--- src/rtl/sys_clk_mgr.sv ---
// sys_clk_mgr: PLL-lock qualification, core reset sequencing and per-channel
// clock-enable dividers with glitch-free divide reload, all on sys_clk.
module sys_clk_mgr #(
  parameter int unsigned NCH      = 2,
  parameter int unsigned DIV_W    = 8,
  parameter int unsigned LOCK_CNT = 16,
  parameter int unsigned RST_HOLD = 8
) (
  input  logic                 sys_clk,
  input  logic                 rst_n,
  input  logic                 pll_lock,
  input  logic [NCH*DIV_W-1:0] div_val,
  input  logic                 div_load,
  input  logic [NCH-1:0]       ch_en,
  input  logic                 clr_lost,
  output logic                 core_rst_n,
  output logic                 ready,
  output logic [NCH-1:0]       ce,
  output logic                 lock_lost,
  output logic [7:0]           lost_cnt
);

  // One timer serves both QUALIFY and HOLD; it only has to reach the larger count minus one.
  localparam int unsigned TmrMax = (LOCK_CNT > RST_HOLD) ? LOCK_CNT : RST_HOLD;
  localparam int unsigned TmrW   = (TmrMax > 1) ? $clog2(TmrMax) : 1;
  localparam logic [TmrW-1:0] LockLast = TmrW'(LOCK_CNT - 1);
  localparam logic [TmrW-1:0] HoldLast = TmrW'(RST_HOLD - 1);

  typedef enum logic [1:0] {
    StWait,
    StQualify,
    StHold,
    StRun
  } state_e;

  state_e          state_q, state_d;
  logic [TmrW-1:0] tmr_q, tmr_d;
  logic            lock_meta_q, lock_s_q;
  logic            core_rst_n_q, ready_q;
  logic            lock_lost_q, lock_lost_d;
  logic [7:0]      lost_cnt_q, lost_cnt_d;
  logic            run;
  logic            loss_evt;

  // Two-flop synchronizer for the asynchronous PLL lock; lock_s_q is the usable lock.
  always_ff @(posedge sys_clk or negedge rst_n) begin
    if (!rst_n) begin
      lock_meta_q <= 1'b0;
      lock_s_q    <= 1'b0;
    end else begin
      lock_meta_q <= pll_lock;
      lock_s_q    <= lock_meta_q;
    end
  end

  // Sequencer next state: qualify lock for LOCK_CNT cycles, hold reset RST_HOLD cycles, run.
  always_comb begin
    state_d = state_q;
    tmr_d   = tmr_q;
    case (state_q)
      StWait: begin
        if (lock_s_q) begin
          state_d = StQualify;
          tmr_d   = '0;
        end
      end
      StQualify: begin
        if (!lock_s_q) begin
          state_d = StWait;
        end else if (tmr_q == LockLast) begin
          state_d = StHold;
          tmr_d   = '0;
        end else begin
          tmr_d = tmr_q + 1'b1;
        end
      end
      StHold: begin
        if (!lock_s_q) begin
          state_d = StWait;
        end else if (tmr_q == HoldLast) begin
          state_d = StRun;
        end else begin
          tmr_d = tmr_q + 1'b1;
        end
      end
      StRun: begin
        if (!lock_s_q) begin
          state_d = StWait;
        end
      end
      default: state_d = StWait;
    endcase
  end

  // State, timer and the registered reset/ready outputs, which move on the same edge as the state.
  always_ff @(posedge sys_clk or negedge rst_n) begin
    if (!rst_n) begin
      state_q      <= StWait;
      tmr_q        <= '0;
      core_rst_n_q <= 1'b0;
      ready_q      <= 1'b0;
    end else begin
      state_q      <= state_d;
      tmr_q        <= tmr_d;
      core_rst_n_q <= (state_d == StRun);
      ready_q      <= (state_d == StRun);
    end
  end

  assign run        = (state_q == StRun);
  assign core_rst_n = core_rst_n_q;
  assign ready      = ready_q;

  // Staying in HOLD/RUN needs lock_s=1 every cycle, so lock_s=0 there is always a 1->0 edge.
  assign loss_evt = ((state_q == StHold) || (state_q == StRun)) && !lock_s_q;

  // Loss bookkeeping: a loss coinciding with clr_lost wins and restarts the count at one.
  always_comb begin
    lock_lost_d = lock_lost_q;
    lost_cnt_d  = lost_cnt_q;
    if (loss_evt) begin
      lock_lost_d = 1'b1;
      if (clr_lost) begin
        lost_cnt_d = 8'd1;
      end else if (lost_cnt_q != 8'hff) begin
        lost_cnt_d = lost_cnt_q + 8'd1;
      end
    end else if (clr_lost) begin
      lock_lost_d = 1'b0;
      lost_cnt_d  = 8'd0;
    end
  end

  // Loss flag and saturating counter registers.
  always_ff @(posedge sys_clk or negedge rst_n) begin
    if (!rst_n) begin
      lock_lost_q <= 1'b0;
      lost_cnt_q  <= 8'd0;
    end else begin
      lock_lost_q <= lock_lost_d;
      lost_cnt_q  <= lost_cnt_d;
    end
  end

  assign lock_lost = lock_lost_q;
  assign lost_cnt  = lost_cnt_q;

  for (genvar i = 0; i < NCH; i++) begin : g_ch
    logic [DIV_W-1:0] cnt_q, cnt_d;
    logic [DIV_W-1:0] act_q, act_d;
    logic [DIV_W-1:0] shadow_q, shadow_d;
    logic             pend_q, pend_d;
    logic             active;
    logic             wrap;

    assign active = run && ch_en[i];
    assign wrap   = active && (cnt_q == act_q);
    // Combinational so a falling ch_en or leaving RUN silences the strobe in that same cycle.
    assign ce[i]  = wrap;

    // Divider next state; a pending divide is only adopted at a period boundary or while idle.
    always_comb begin
      cnt_d    = (active && !wrap) ? cnt_q + 1'b1 : '0;
      act_d    = act_q;
      shadow_d = shadow_q;
      pend_d   = pend_q;
      if (pend_q && (wrap || !active)) begin
        act_d  = shadow_q;
        pend_d = 1'b0;
      end
      // A load on a wrap cycle lands in pend_q after this wrap, so it waits for the next one.
      if (div_load) begin
        shadow_d = div_val[i*DIV_W +: DIV_W];
        pend_d   = 1'b1;
      end
    end

    // Divider counter, active divide, shadow and pending registers.
    always_ff @(posedge sys_clk or negedge rst_n) begin
      if (!rst_n) begin
        cnt_q    <= '0;
        act_q    <= '0;
        shadow_q <= '0;
        pend_q   <= 1'b0;
      end else begin
        cnt_q    <= cnt_d;
        act_q    <= act_d;
        shadow_q <= shadow_d;
        pend_q   <= pend_d;
      end
    end
  end

endmodule

--- config.mk ---
export PLATFORM = sky130hd
export DESIGN_NAME = sys_clk_mgr
export DESIGN_NICKNAME = d
export VERILOG_FILES = /design/src/rtl/sys_clk_mgr.sv
export SDC_FILE = /design/constraint.sdc
export NUM_CORES = 1
export LEC_CHECK = 0
export ABC_AREA = 1
export CAP_MARGIN = 20
export CORE_MARGIN = 1.5
export CORE_UTILIZATION = 53
export CTS_BUF_LIST = sky130_fd_sc_hd__clkbuf_4 sky130_fd_sc_hd__clkbuf_8
export DETAILED_ROUTE_END_ITERATION = 10
export HOLD_SLACK_MARGIN = 0.05
export PLACE_DENSITY = 0.84
export SYNTH_ARGS = -nofsm -noshare
export SYNTH_HDL_FRONTEND = slang
export SYNTH_SLANG_ARGS = --single-unit
--- constraint.sdc ---
create_clock -name sys_clk -period 1.5 [get_ports sys_clk]
set_input_delay 0.45 -clock sys_clk [delete_from_list [all_inputs] [get_ports sys_clk]]
set_output_delay 0.45 -clock sys_clk [all_outputs]
set_load 0.005 [all_outputs]
==> results of run 1 <==
==> layout by cell type (no fill, tap or decap), types with 5 or more instances in the layout <==
cell / netlist / final
dfrtp_1: 68 / 68
clkbuf_8: 0 / 9
inv_2: 1 / 7
clkdlybuf4s50_1: 0 / 21
buf_4: 5 / 61
xnor2_1: 6 / 5
inv_1: 50 / 41
xor2_1: 5 / 5
nor2_1: 30 / 25
nand3_2: 9 / 11
nand3_1: 28 / 24
o21ai_1: 2 / 5
nand2_2: 3 / 14
nand2_4: 2 / 7
nor2_2: 4 / 6
ha_4: 0 / 6
buf_6: 0 / 10
nand2_1: 154 / 137
dlygate4sd2_1: 0 / 11
==> path summary, 6_finish.rpt <==
path | start | to | depth (start not counted)
max | g_ch[0].cnt_q[1]$_DFF_PN0_ | ce[0] | 8
min | rst_n | lost_cnt[3]$_DFFE_PN0P_ | 2
max reg2reg | state_q[0]$_DFF_PN0_ | tmr_q[1]$_DFFE_PN0P_ | 10
min reg2reg | lock_meta_q$_DFF_PN0_ | lock_s_q$_DFF_PN0_ | 0
max in group asynchronous | rst_n | g_ch[1].shadow_q[7]$_DFFE_PN0P_ | 2
min in group sys_clk | lock_meta_q$_DFF_PN0_ | lock_s_q$_DFF_PN0_ | 0
==> cells by family (layout without fill, tap and decap cells) <==
logic type | after synthesis | in the layout
XOR/XNOR | 11 | 11
AND/OR/NAND/NOR | 243 | 244
flip-flops | 68 | 68
adder cells (fa/ha/maj) | 9 | 9
AO/OA/AOI/OAI | 26 | 26
buffers and inverters | 63 | 179
==> registers in the layout, summed over array words and instances (netlist names) <==
register and count:
lock_s_q 1, lock_lost 1, tmr_q 4, lock_meta_q 1, g_ch.cnt_q 16, g_ch.act_q 16
g_ch.shadow_q 16, lost_cnt 8, ready 1, g_ch.pend_q 2, state_q 2
==> repair_timing <==
item                                    in CTS  in global routing
gates resized for setup                     55                 56
hold buffers                                 0                  0
endpoints found under the setup margin      44                 40
setup buffers                               21                 15
endpoints found under the hold margin        0                  0
gates cloned                                 0                  1
pin swaps                                   21                 27
==> per-stage QoR <==
| stage | cells | total power [uW] |
|---|---|---|
| floorplan | 420 | 2467 |
| global placement | 564 | 2708 |
| detailed placement | 564 | 2752 |
| CTS | 600 | 4249 |
| global route | 614 | 4634 |
| finish | 614 | 4435 |
==> critical path, cell delays in order, from the launching register on <==
cell and delay [ns]:
dfrtp_1 0.41, inv_1 0.08, nand2_1 0.08, nand2_1 0.08, nand2_1 0.08, nor2_2 0.15
nand2_4 0.06, nor2_1 0.10, buf_2 0.13
==> final cells by class <==
class | count | area, um2 | area share, %
clock buffer | 9 | 123.9 | 2.518
multi-input combinational | 290 | 1774 | 36.06
sequential | 68 | 1702 | 34.59
timing repair buffer | 110 | 972.2 | 19.76
inverter | 53 | 207.7 | 4.222
clock inverter | 7 | 43.79 | 0.8901
tap | 77 | 96.34 | 1.958
==> routing by layer <==
layer	global-route usage, %	part of all wire, %
met2	42.60	54
met4	10.43	2.3
met3	4.253	4.1
met5	0	0
met1	27.01	40
==> where the power goes <==
| part | switching, uW | internal, uW | leakage, uW | total [uW] |
|---|---|---|---|---|
| clock | 731 | 589 | 0.0000848 | 1320 |
| sequential | 132 | 1960 | 0.000886 | 2090 |
| combinational | 535 | 491 | 0.00152 | 1030 |
| total | 1400 | 3040 | 0.00249 | 4440 |
==> metrics.txt, run 1 <==
status complete, but fails checks; failing checks setup timing; FMAX 0.5050 GHz; CTS tree done; clk root buf clkbuf_8; DR iter-0 viols approximately 160; Post-synth EDFFs 0; clk_skew 0.01307 ns; flop-to-flop setup slack -0.20 ns; Adder-Cell Fraction of Synth Area ~3.2%; DR vias 3,208; Core Region 0.006350 mm2; Mean Syn Cell Area 8.264 um2; vias in the first global route approximately 3,000; Antenna Violating Nets Remaining 0; chip width 83.93 um; antenna violations before repair 0; cell row count 29; final worst path period share 132.0%; most common cell in the synthesized netlist nand2_1; worst-path fanout max 3; top cells by area, synth dfrtp_1 (49%), nand2_1 (17%), inv_1 (5.4%), nand3_1 (4.0%), ha_1 (3.2%); ys async rst share 100.0%; RSZ-0062 raised after global routing true; simple-gate area share of the yosys netlist about a third; Post-synth top cells nand2_1 (154), dfrtp_1 (68), inv_1 (50); Setup Crit Path Kind reg -> out; Startpoint Class register; CP arrival between 1.5 and 2 ns; initial core utilization approximately 55%; Worst Setup Slack, final -0.4800 ns; flops & latches, synth 68; final hold violation count 0; Worst-Margin Slew 0.5926 ns; RePlAce Congestion 0.8382; CTS Sinks 68; nets 564; CTS H-tree depth 3; Pins Over Slew Limit 0; IO Count 36; number of vias per cell roughly 5.2; Max Cap Viol 0; HP Class in -> async; ANT cells 0; PwrDens ~900 mW/mm2; TNS Setup -3.012 ns; cts bufs inserted 9; Final min period 1.980 ns; Max clock buf depth 2; clock transition at the registers of the reported paths approximately 0.08 ns; endpoints failing setup 29; post-synth top area cell dfrtp_1; Synth warnings 0; VDD IR max roughly 0.00063 V; synthesis-to-finish area growth 41.74%; final core utilization 77.48%; Rel. slew slack 60.50%; IO Port Bufs 35; GRT overflow 0; Synth Area in Compound Gates 4.398%; wire length per cell between 10 and 15 um; hold_ws 0.09449 ns; cell area after layout 0.004920 mm2; main combinational cell family by area after synthesis simple AND/OR/NAND/NOR gates; gr usage total 23.53%; share of the synthesized area in the top cell type between 40% and 50%; first-pass GRT wire length about 13,000 um; residual DRC count 0; ys flop type dfrtp_1; layout cells sized above 1 32.59%; filler instances 342; Total Wirelength 8994 um; Die Span Y 83.93 um; placed wire-length estimate 4990 um; synthesized area 0.003471 mm2; Seq/Total Area, Yosys between 40% and 50%; Mapped Cells between 400 and 500; Worst Path Required 1.05 ns; die area 0.007043 mm2; Netlist cell types 32; XOR/XNOR Fraction of Synth Area 2.776%; Setup crit end kind output port; mux share of post-synthesis cell area 0%; pre-CTS setup slack -0.5455 ns; Leak around 0.0025 uW; DRT Pass-1 Iters 5; Placed Area 0.004175 mm2; pin count of the biggest net entering global routing 69; Synthesized Nets 452; Worst-Skew Late Latency around 0.36 ns
Power figures use the tool's default switching activity.
==> run 2, diff against run 1 <==
--- a/config.mk
+++ b/config.mk
@@ -13,6 +13,7 @@
 export DETAILED_ROUTE_END_ITERATION = 10
 export HOLD_SLACK_MARGIN = 0.05
 export PLACE_DENSITY = 0.84
+export SKIP_LAST_GASP = 1
 export SYNTH_ARGS = -nofsm -noshare
 export SYNTH_HDL_FRONTEND = slang
 export SYNTH_SLANG_ARGS = --single-unit
==> metrics.txt, run 2 (synthesis gave the netlist of run 1 again) <==
wire length per cell 14.63 um; Startpoint Class register; final hold violation count 0; Worst Path Required between 1 and 1.5 ns; GR Util met3 4.253%; Critical-path top delay cell dfrtp_1; die area between 0.007 and 0.008 mm2; Global Route met1 Usage 27.08%; Leak roughly 0.0025 uW; layout cells sized above 1 between 30% and 40%; RSZ-0062 raised after global routing true; met2 Usage GRT 42.45%; status complete, but fails checks; Psw 1378 uW; DR iter-0 viols 192; final core utilization 77.58%; Most Crowded Layer GR met2; biggest regs g_ch.act_q: 16 flops, g_ch.cnt_q: 16 flops, g_ch.shadow_q: 16 flops; Max clock buf depth 2; final worst path period share 131.4%; register share of total power 47.2%; pre-CTS setup slack -0.5455 ns; synthesis-to-finish area growth 41.92%; Worst Setup Slack, final -0.4709 ns; PwrDens approximately 900 mW/mm2; Final min period 1.971 ns; endpoints failing setup 27; ANT cells 0; gr usage total approximately a quarter; CP delay by family, top simple AND/OR/NAND/NOR gates; Max Cap Viol 0; Setup crit end kind output port; DR vias approximately 3,200; worst-path fanout max 3; GRT overflow 0; TNS Setup -2.921 ns; Rel. slew slack 61.43%; FF/Latch Area 0.001702 mm2; initial core utilization 54.66%; Setup Crit Path Kind reg -> out; CTS tree done; failing checks setup timing; pin count of the biggest net entering global routing slightly below 70; vias in the first global route slightly above 3,000; sw frac 31.16%; Internal Pwr Total between 3000 and 4000 uW; VDD IR max 0.0006351 V; IO Count 36; most frequent cells in the layout nand2_1 (136), dfrtp_1 (68), buf_4 (61); Combinational Power Share 23.2%; first-pass GRT wire length 13,190 um; HP Class in -> async; RePlAce Congestion roughly 0.84; CP arrival roughly 1.5 ns; # hold bufs at CTS 0; chip width between 80 and 90 um; placed cell count 564; Clock Power Share around 30%; placed wire-length estimate between 4000 and 5000 um; Pins Over Slew Limit 0; clock transition at the registers of the reported paths 0.07 ns; most frequent cell on the critical path nand2_1; clk_skew 0.01298 ns; WP buf/inv 2; Antenna Violating Nets Remaining 0; fin cells 615; clk root buf clkbuf_8; cells along the critical path inv_1, nand2_1, nand2_1, nand2_1, nor2_2, nand2_4, nor2_1, buf_2; antenna violations before repair 0; IO Port Bufs 35; Die Span Y 83.93 um; multi-input logic area 0.001769 mm2; Total Wirelength about 9000 um; FMAX 0.5074 GHz; number of vias per cell 5.280; max incr delay on CP between 0.4 and 0.5 ns; residual DRC count 0; filler instances 338; commonest non-fill, non-tap cell in the layout nand2_1; Core Region 0.006350 mm2; CTS Sinks approximately 70; Worst-Margin Slew 0.5785 ns; DRT Pass-1 Iters 6; Worst-Skew Late Latency 0.36 ns; nets 565; cts bufs inserted 9; cell row count 29; hold_ws 0.09983 ns; CTS H-tree depth 3
[run 2: changes by cell type in the layout (fill, tap and decap cells not counted), sizes merged]
cell  previous run  this run
buf             78        79
[run 2: worst paths after layout]
| check | slack (ns) | end | depth (start not counted) | from |
|---|---|---|---|---|
| worst max-delay path | -0.47 | ce[0] | 8 | g_ch[0].cnt_q[1]$_DFF_PN0_ |
| worst min-delay path | 0.1 | lost_cnt[3]$_DFFE_PN0P_ | 2 | rst_n |
| worst max register to register | -0.20 | tmr_q[1]$_DFFE_PN0P_ | 10 | state_q[0]$_DFF_PN0_ |
| worst min register to register | 0.34 | lock_s_q$_DFF_PN0_ | 0 | lock_meta_q$_DFF_PN0_ |
| max in group asynchronous | 1.11 | g_ch[1].shadow_q[7]$_DFFE_PN0P_ | 2 | rst_n |
| min in group sys_clk | 0.34 | lock_s_q$_DFF_PN0_ | 0 | lock_meta_q$_DFF_PN0_ |
[run 2: metal layers]
layer  up-vias  part of all wire [%]
met5         -                     0
met4         0                   2.5
met3        22                   3.7
met2       108                    54
met1      1589                    40
li1       1528                     -
[run 2: final cells by class]
type,instances,area share (%)
multi-input cells,290,35.92
flip-flops and latches,68,34.54
clock inverters,7,0.8890
well taps,77,1.956
inverters,53,4.216
clock buffers,9,2.515
repair buffers,111,19.96
[run 2: timing repair]
item                       in CTS  in global routing
gates resized for setup        53                 58
setup buffers                  21                 16
setup endpoints to repair      44                 40
pin swaps                      21                 26
gates cloned                    0                  1
[run 2: worst register-to-register path: cells and delay by family (launching register included)]
kind / cells / cell delay, ns
buffers and inverters: 4 / 0.44
adder cells (fa/ha/maj): 1 / 0.15
flip-flops: 1 / 0.41
AO/OA/AOI/OAI: 1 / 0.12
AND/OR/NAND/NOR: 4 / 0.51
[run 2: power groups by stage]
stage | Clock (uW) | Sequential [uW] | Combinational (uW)
after global placement | 0 | 2080 | 624
after floorplan | 0 | 2070 | 398
after CTS | 1320 | 2070 | 863
after detailed placement | 0 | 2100 | 657
after global routing | 1410 | 2100 | 1120
final | 1310 | 2090 | 1030
[run 2: metrics by stage]
step / instance area [um2] / power, uW
after detailed placement: 4175 / 2752
final: 4926 / 4423
after floorplan: 3471 / 2467
after global routing: 4926 / 4633
after CTS: 4593 / 4248
after global placement: 4175 / 2708
